<file path="src/rtl/led_wishbone_slave_pkg.sv">
// Shared SoC bus constants for the LED output register.
package led_wishbone_slave_pkg;
  localparam logic [31:0] LED_BASE_ADDR = 32'hFFFF_0000;
  localparam int          BUS_DATA_W    = 32;
endpackage

</file>
<file path="src/rtl/led_wishbone_slave_if.sv">
// Wishbone-style single-master data bus seen by one memory-mapped slave.
interface led_wishbone_slave_if #(
  parameter int WIDTH = 16
);
  import led_wishbone_slave_pkg::*;

  logic                  STB_I;
  logic                  WE_I;
  logic [WIDTH-1:0]      DAT_I;
  logic [BUS_DATA_W-1:0] DAT_O;
  logic                  ACK_O;

  modport master (
    output STB_I, WE_I, DAT_I,
    input  DAT_O, ACK_O
  );

  modport slave (
    input  STB_I, WE_I, DAT_I,
    output DAT_O, ACK_O
  );
endinterface

</file>
<file path="src/rtl/led_wishbone_slave.sv">
// LED output register: writes land one clock later on O_led, reads are combinational.
// Zero wait states: ACK_O mirrors STB_I, so the master is never stalled.
module led_wishbone_slave
  import led_wishbone_slave_pkg::*;
#(
  parameter int               WIDTH       = 16,
  parameter logic [WIDTH-1:0] RESET_VALUE = '0,
  parameter bit               ACTIVE_LOW  = 1'b0
) (
  input  logic               CLK_I,
  input  logic               RST_I,
  led_wishbone_slave_if.slave bus,
  output logic [WIDTH-1:0]   O_led
);

  logic [WIDTH-1:0]      led_q;
  logic [BUS_DATA_W-1:0] rd_dat;

  always_ff @(posedge CLK_I or posedge RST_I) begin
    if (RST_I) begin
      led_q <= RESET_VALUE;
    end else if (bus.STB_I && bus.WE_I) begin
      led_q <= bus.DAT_I;
    end
  end

  // Zero-extend through a variable so WIDTH=32 needs no zero-width replication.
  always_comb begin
    rd_dat             = '0;
    rd_dat[WIDTH-1:0]  = led_q;
  end

  // Idle slaves drive zero so the decoder can OR all read buses together.
  assign bus.DAT_O = (bus.STB_I && !bus.WE_I) ? rd_dat : '0;
  assign bus.ACK_O = bus.STB_I;
  assign O_led     = ACTIVE_LOW ? ~led_q : led_q;

endmodule

</file>
<file path="src/flat_wrapper.sv">
// flat-port wrapper written by rule: the top's interface ports become plain ports
module led_wishbone_slave_flat import led_wishbone_slave_pkg::*;
#(
  parameter int               WIDTH       = 16,
  parameter logic [WIDTH-1:0] RESET_VALUE = '0,
  parameter bit               ACTIVE_LOW  = 1'b0
)
  (CLK_I, RST_I, O_led, bus_STB_I, bus_WE_I, bus_DAT_I, bus_DAT_O, bus_ACK_O);
  led_wishbone_slave_if #(.WIDTH(WIDTH)) bus_i ();
  input  logic CLK_I;
  input  logic RST_I;
  output logic [WIDTH-1:0] O_led;
  input wire logic [$bits(bus_i.STB_I)-1:0] bus_STB_I;
  input wire logic [$bits(bus_i.WE_I)-1:0] bus_WE_I;
  input wire logic [$bits(bus_i.DAT_I)-1:0] bus_DAT_I;
  output wire logic [$bits(bus_i.DAT_O)-1:0] bus_DAT_O;
  output wire logic [$bits(bus_i.ACK_O)-1:0] bus_ACK_O;
  assign bus_i.STB_I = bus_STB_I;
  assign bus_i.WE_I = bus_WE_I;
  assign bus_i.DAT_I = bus_DAT_I;
  assign bus_DAT_O = bus_i.DAT_O;
  assign bus_ACK_O = bus_i.ACK_O;
  led_wishbone_slave #(.WIDTH(WIDTH), .RESET_VALUE(RESET_VALUE), .ACTIVE_LOW(ACTIVE_LOW)) u_core (.CLK_I(CLK_I), .RST_I(RST_I), .bus(bus_i), .O_led(O_led));
endmodule
</file>
<file path="config.mk">
export PLATFORM = sky130hd
export DESIGN_NAME = led_wishbone_slave_flat
export DESIGN_NICKNAME = d
export VERILOG_FILES = /design/src/rtl/led_wishbone_slave_pkg.sv /design/src/rtl/led_wishbone_slave_if.sv /design/src/rtl/led_wishbone_slave.sv /design/src/flat_wrapper.sv
export SDC_FILE = /design/constraint.sdc
export NUM_CORES = 1
export LEC_CHECK = 0
export BUFFER_PORTS_ARGS = -buffer_cell sky130_fd_sc_hd__buf_2
export CAP_MARGIN = 20
export CORE_AREA = 2 2 49 51
export DETAILED_ROUTE_END_ITERATION = 10
export DIE_AREA = 0 0 51 53
export GPL_TIMING_DRIVEN = 0
export PLACE_DENSITY_LB_ADDON = 0.3
export SYNTH_ARGS = -nofsm -noshare
export SYNTH_HDL_FRONTEND = slang
export SYNTH_SLANG_ARGS = --single-unit
</file>
<file path="constraint.sdc">
create_clock -name CLK_I -period 1.2 [get_ports CLK_I]
set_input_delay 0.06 -clock CLK_I [delete_from_list [all_inputs] [get_ports CLK_I]]
set_output_delay 0.06 -clock CLK_I [all_outputs]
set_load 0.05 [all_outputs]
</file>
=== After elaboration in Yosys (flattened, before gate mapping) ===
Cells that the tools add are included.

* Word-level logic and storage cells: 5
* Register bits: 16
* Output and inout bits: 49

* Mux-type cells: 1
* Reductions and logical operators: 3

{| class="wikitable"
|+ Operators with widths
! kind !! count
|-
| two-way mux 16 bit || 1
|-
| logical AND 1 bit || 2
|-
| logical NOT 1 bit || 1
|}

=== Logic depth before layout (Yosys ltp) ===
* Depth in word-level cells: 3
* Depth in mapped cells: 3

=== Worst setup path before layout ===
Ideal clock, no wire load.

* Path kind: reg2out
* From: register u_core.led_q[0], in the netlist u_core.O_led[0]
* To: output bus_DAT_O[0]
* Data arrival time: 1010 ps
* Setup slack: 130 ps
* Buffers on the path: 0
* Stages on the path, launching flop included: 2
* Cells stage by stage: dfrtp_1 -> and2_2

* Word-level cells in the longest chain between the ends: 1

{| class="wikitable"
|+ Ends and longest elaborated chain
! what !! RTL line !! source
|-
| from (decl) || led_wishbone_slave.sv:16 || <nowiki>logic [WIDTH-1:0] led_q;</nowiki>
|-
| from (signal assigned) || led_wishbone_slave.sv:23 || <nowiki>led_q <= bus.DAT_I;</nowiki>
|-
| two-way mux 16 bit || led_wishbone_slave.sv:34 || <nowiki>assign bus.DAT_O = (bus.STB_I && !bus.WE_I) ? rd_dat : '0;</nowiki>
|-
| to (decl) || flat_wrapper.sv:16 || <nowiki>output wire logic [$bits(bus_i.DAT_O)-1:0] bus_DAT_O;</nowiki>
|}

No other way between the ends.

=== Worst setup path after layout ===
* From: register u_core.led_q[12], in the netlist u_core.O_led[12]
* To: output bus_DAT_O[12]

Same word-level chain as after synthesis.

==> results by group <==
Power and ir drop
  – Total leakage power: 0.746 nW
  – Peak supply drop: 838 µV
  – Pwr per Cell Area: 1440 mW/mm²
  – Total chip power: 1.88 mW

Floorplanning
  – Core Area: approximately 0.0021 mm²
  – Initial core utilization: 40.3%
  – Die width: 51 µm
  – Ports: 69
  – Full die area: 0.00270 mm²
  – Row Count: 17
  – DIE HEIGHT: between 50 and 60 µm

Finish
  – Share of layout cells above drive strength 1: roughly 74%
  – Antenna cells: 0
  – Layout area overhead: 50.7%
  – Most frequent cells in the layout: 52 x buf_2, 17 x buf_4
  – Nets@finish: 168
  – Non-Filler Instances: ~180
  – Most common cell after layout, fill and taps aside: buf_2
  – Layout Utilization: between 60% and 70%
  – Max reg flops: 16

Detailed routing
  – ANT nets after route: 0
  – Routed len/inst: 9.33 µm
  – DRC violations left: 0
  – Via/cell ratio: 3.99
  – 1st-iter DRT viols: 1
  – DR pass1 iterations: 3
  – Vias: 698
  – Post-Route WL: 1630 µm

Worst setup path
  – WP data required: 1.14 ns
  – CP Cell Sequence: and2_2 -> buf_2
  – CP endpoint kind: output port
  – CP top delay family: flip-flops
  – CP Data Arrival Time: 1.05 ns
  – Critical path class: reg2out
  – CP Buf/Inv Count: 1
  – Startpoint Class: flip-flop
  – Slowest-stage cell, CP: dfrtp_1
  – Crit path largest cell delay: 0.40 ns
  – Critical path peak fanout: 3

Synth
  – Synth top area share: 46.2%
  – Cell taking the most area after synthesis: dfrtp_1
  – Post-synthesis sequential area ratio: 46.2%
  – Yosys cell types: 10
  – Synth warnings: 0
  – Number of synthesized register bits: 16
  – Synth Area per Inst: 12.2 µm²
  – Post-Syn Instances: 71
  – Mapped Area: roughly 870 µm²
  – Main area contributors after synthesis: dfrtp_1 46%, mux2_2 21%, buf_4 15%

Clock network
  – Num CTS Buffers: 3
  – Maximum buffer depth of the clock tree: 2
  – Clock Sinks: 16
  – CTS tree: done
  – Clk root buf: clkbuf_4
  – Clk Latency, worst-skew pair: 0.27 ns
  – CTS H-tree depth: 1
  – CTS clk-pin slew, worst paths: about 0.09 ns

Placement
  – DP Wirelength: 1380 µm
  – IO Port Bufs: 52
  – Placed insts: 166
  – Worst slack, placed: -0.0642 ns
  – Final RePlAce weighted congestion: 0.592

STA
  – Setup WS post-layout: 0.0873 ns
  – Worst-margin pin slew: 0.577 ns
  – Setup Skew: 0 ns
  – Max-slew violations: 0
  – Min cycle time layout: 1.11 ns
  – Worst slew margin: 61.5%
  – Unrepaired setup endpoints after global routing: no
  – Hold Fails Final Rpt: 0
  – Peak Freq: around 900 MHz
  – Final period util: 92.7%
  – Final setup vio count: 0

Global route
  – First-pass GRT wire length: roughly 2500 µm
  – Met3 Use GR: 1.13%
  – Gr ovfl total: 0
  – Grt met2 use: 24.0%
  – Grt peak-use layer: met2
  – Largest net degree at the start of global routing: 17
  – Antenna violations before repair: 0
  – Gr usage total: ~13%
  – Vias in the first global route: 617
  – Met1 Usage GRT: 13.3%

Run status
  – Status: finished, final reports clean

Hold path
  – Worst hold-check path type: in2reg

Run
  – Max-cap viol count: 0
cell type report:
type / count / area [µm²]
Buffer: 19 / 144
Sequential cell: 16 / 400
Inverter: 1 / 3.75
Timing Repair Buffer: 57 / 310
Tap cell: 28 / 35.0
Fill cell: 195 / 843
Multi-Input combinational cell: 50 / 375
Clock buffer: 4 / 36.3
worst paths after layout:
path	startpoint	to	slack, ns	cells past startpoint
max	u_core.O_led[12]$_DFFE_PP0P_	bus_DAT_O[12]	0.09	2
max in group asynchronous	RST_I	u_core.O_led[9]$_DFFE_PP0P_	0.45	3
min in group asynchronous	RST_I	u_core.O_led[12]$_DFFE_PP0P_	0.38	3
min	bus_DAT_I[3]	u_core.O_led[3]$_DFFE_PP0P_	0.01	2
min reg2reg	u_core.O_led[13]$_DFFE_PP0P_	u_core.O_led[13]$_DFFE_PP0P_	0.53	1
max reg2reg	u_core.O_led[12]$_DFFE_PP0P_	u_core.O_led[12]$_DFFE_PP0P_	0.43	1
power by group:
part	switching, mW	total (mW)	internal, mW
registers	0.0469	0.666	0.619
clock network	0.154	0.339	0.184
logic	0.637	0.879	0.242
total	0.839	1.88	1.05
what timing repair did:
action                                 CTS  global route
hold buffers                             1             4
resized for setup                        1             0
endpoints found under the hold margin   16             4
setup endpoints to repair               10             0
setup buffers                            0             0
cells in the mapped netlist (all sizes together):
cell    number
inv          1
and2        16
clkbuf       1
and2b        1
conb         1
dfrtp       16
nand2        1
mux2        16
buf         18
stage by stage:
stage / hold slack [ns] / area (µm²) / setup TNS (ns)
2_1_floorplan: -0.0263 / 922 / 0
3_3_place_gp: 0.146 / 1220 / -0.348
3_5_place_dp: 0.151 / 1220 / -0.572
4_1_cts: 0.000989 / 1260 / 0
5_1_grt: 0.00187 / 1310 / 0
6_report: 0.00958 / 1310 / 0
kinds of logic after synthesis:
| kind of cell | synth area share (%) |
|---|---|
| buffers and inverters | 16.9 |
| other | 0.433 |
| and+or+nand+nor | 15.6 |
| DFF | 46.2 |
| muxes | 20.8 |
routing by layer:
metal / vias to the layer above / wire (µm)
met4: 0 / 27
met5: - / 0
met1: 316 / 605
li1: 348 / -
met3: 2 / 116
met2: 32 / 882
Note: power is estimated with default switching activity, not from simulation.
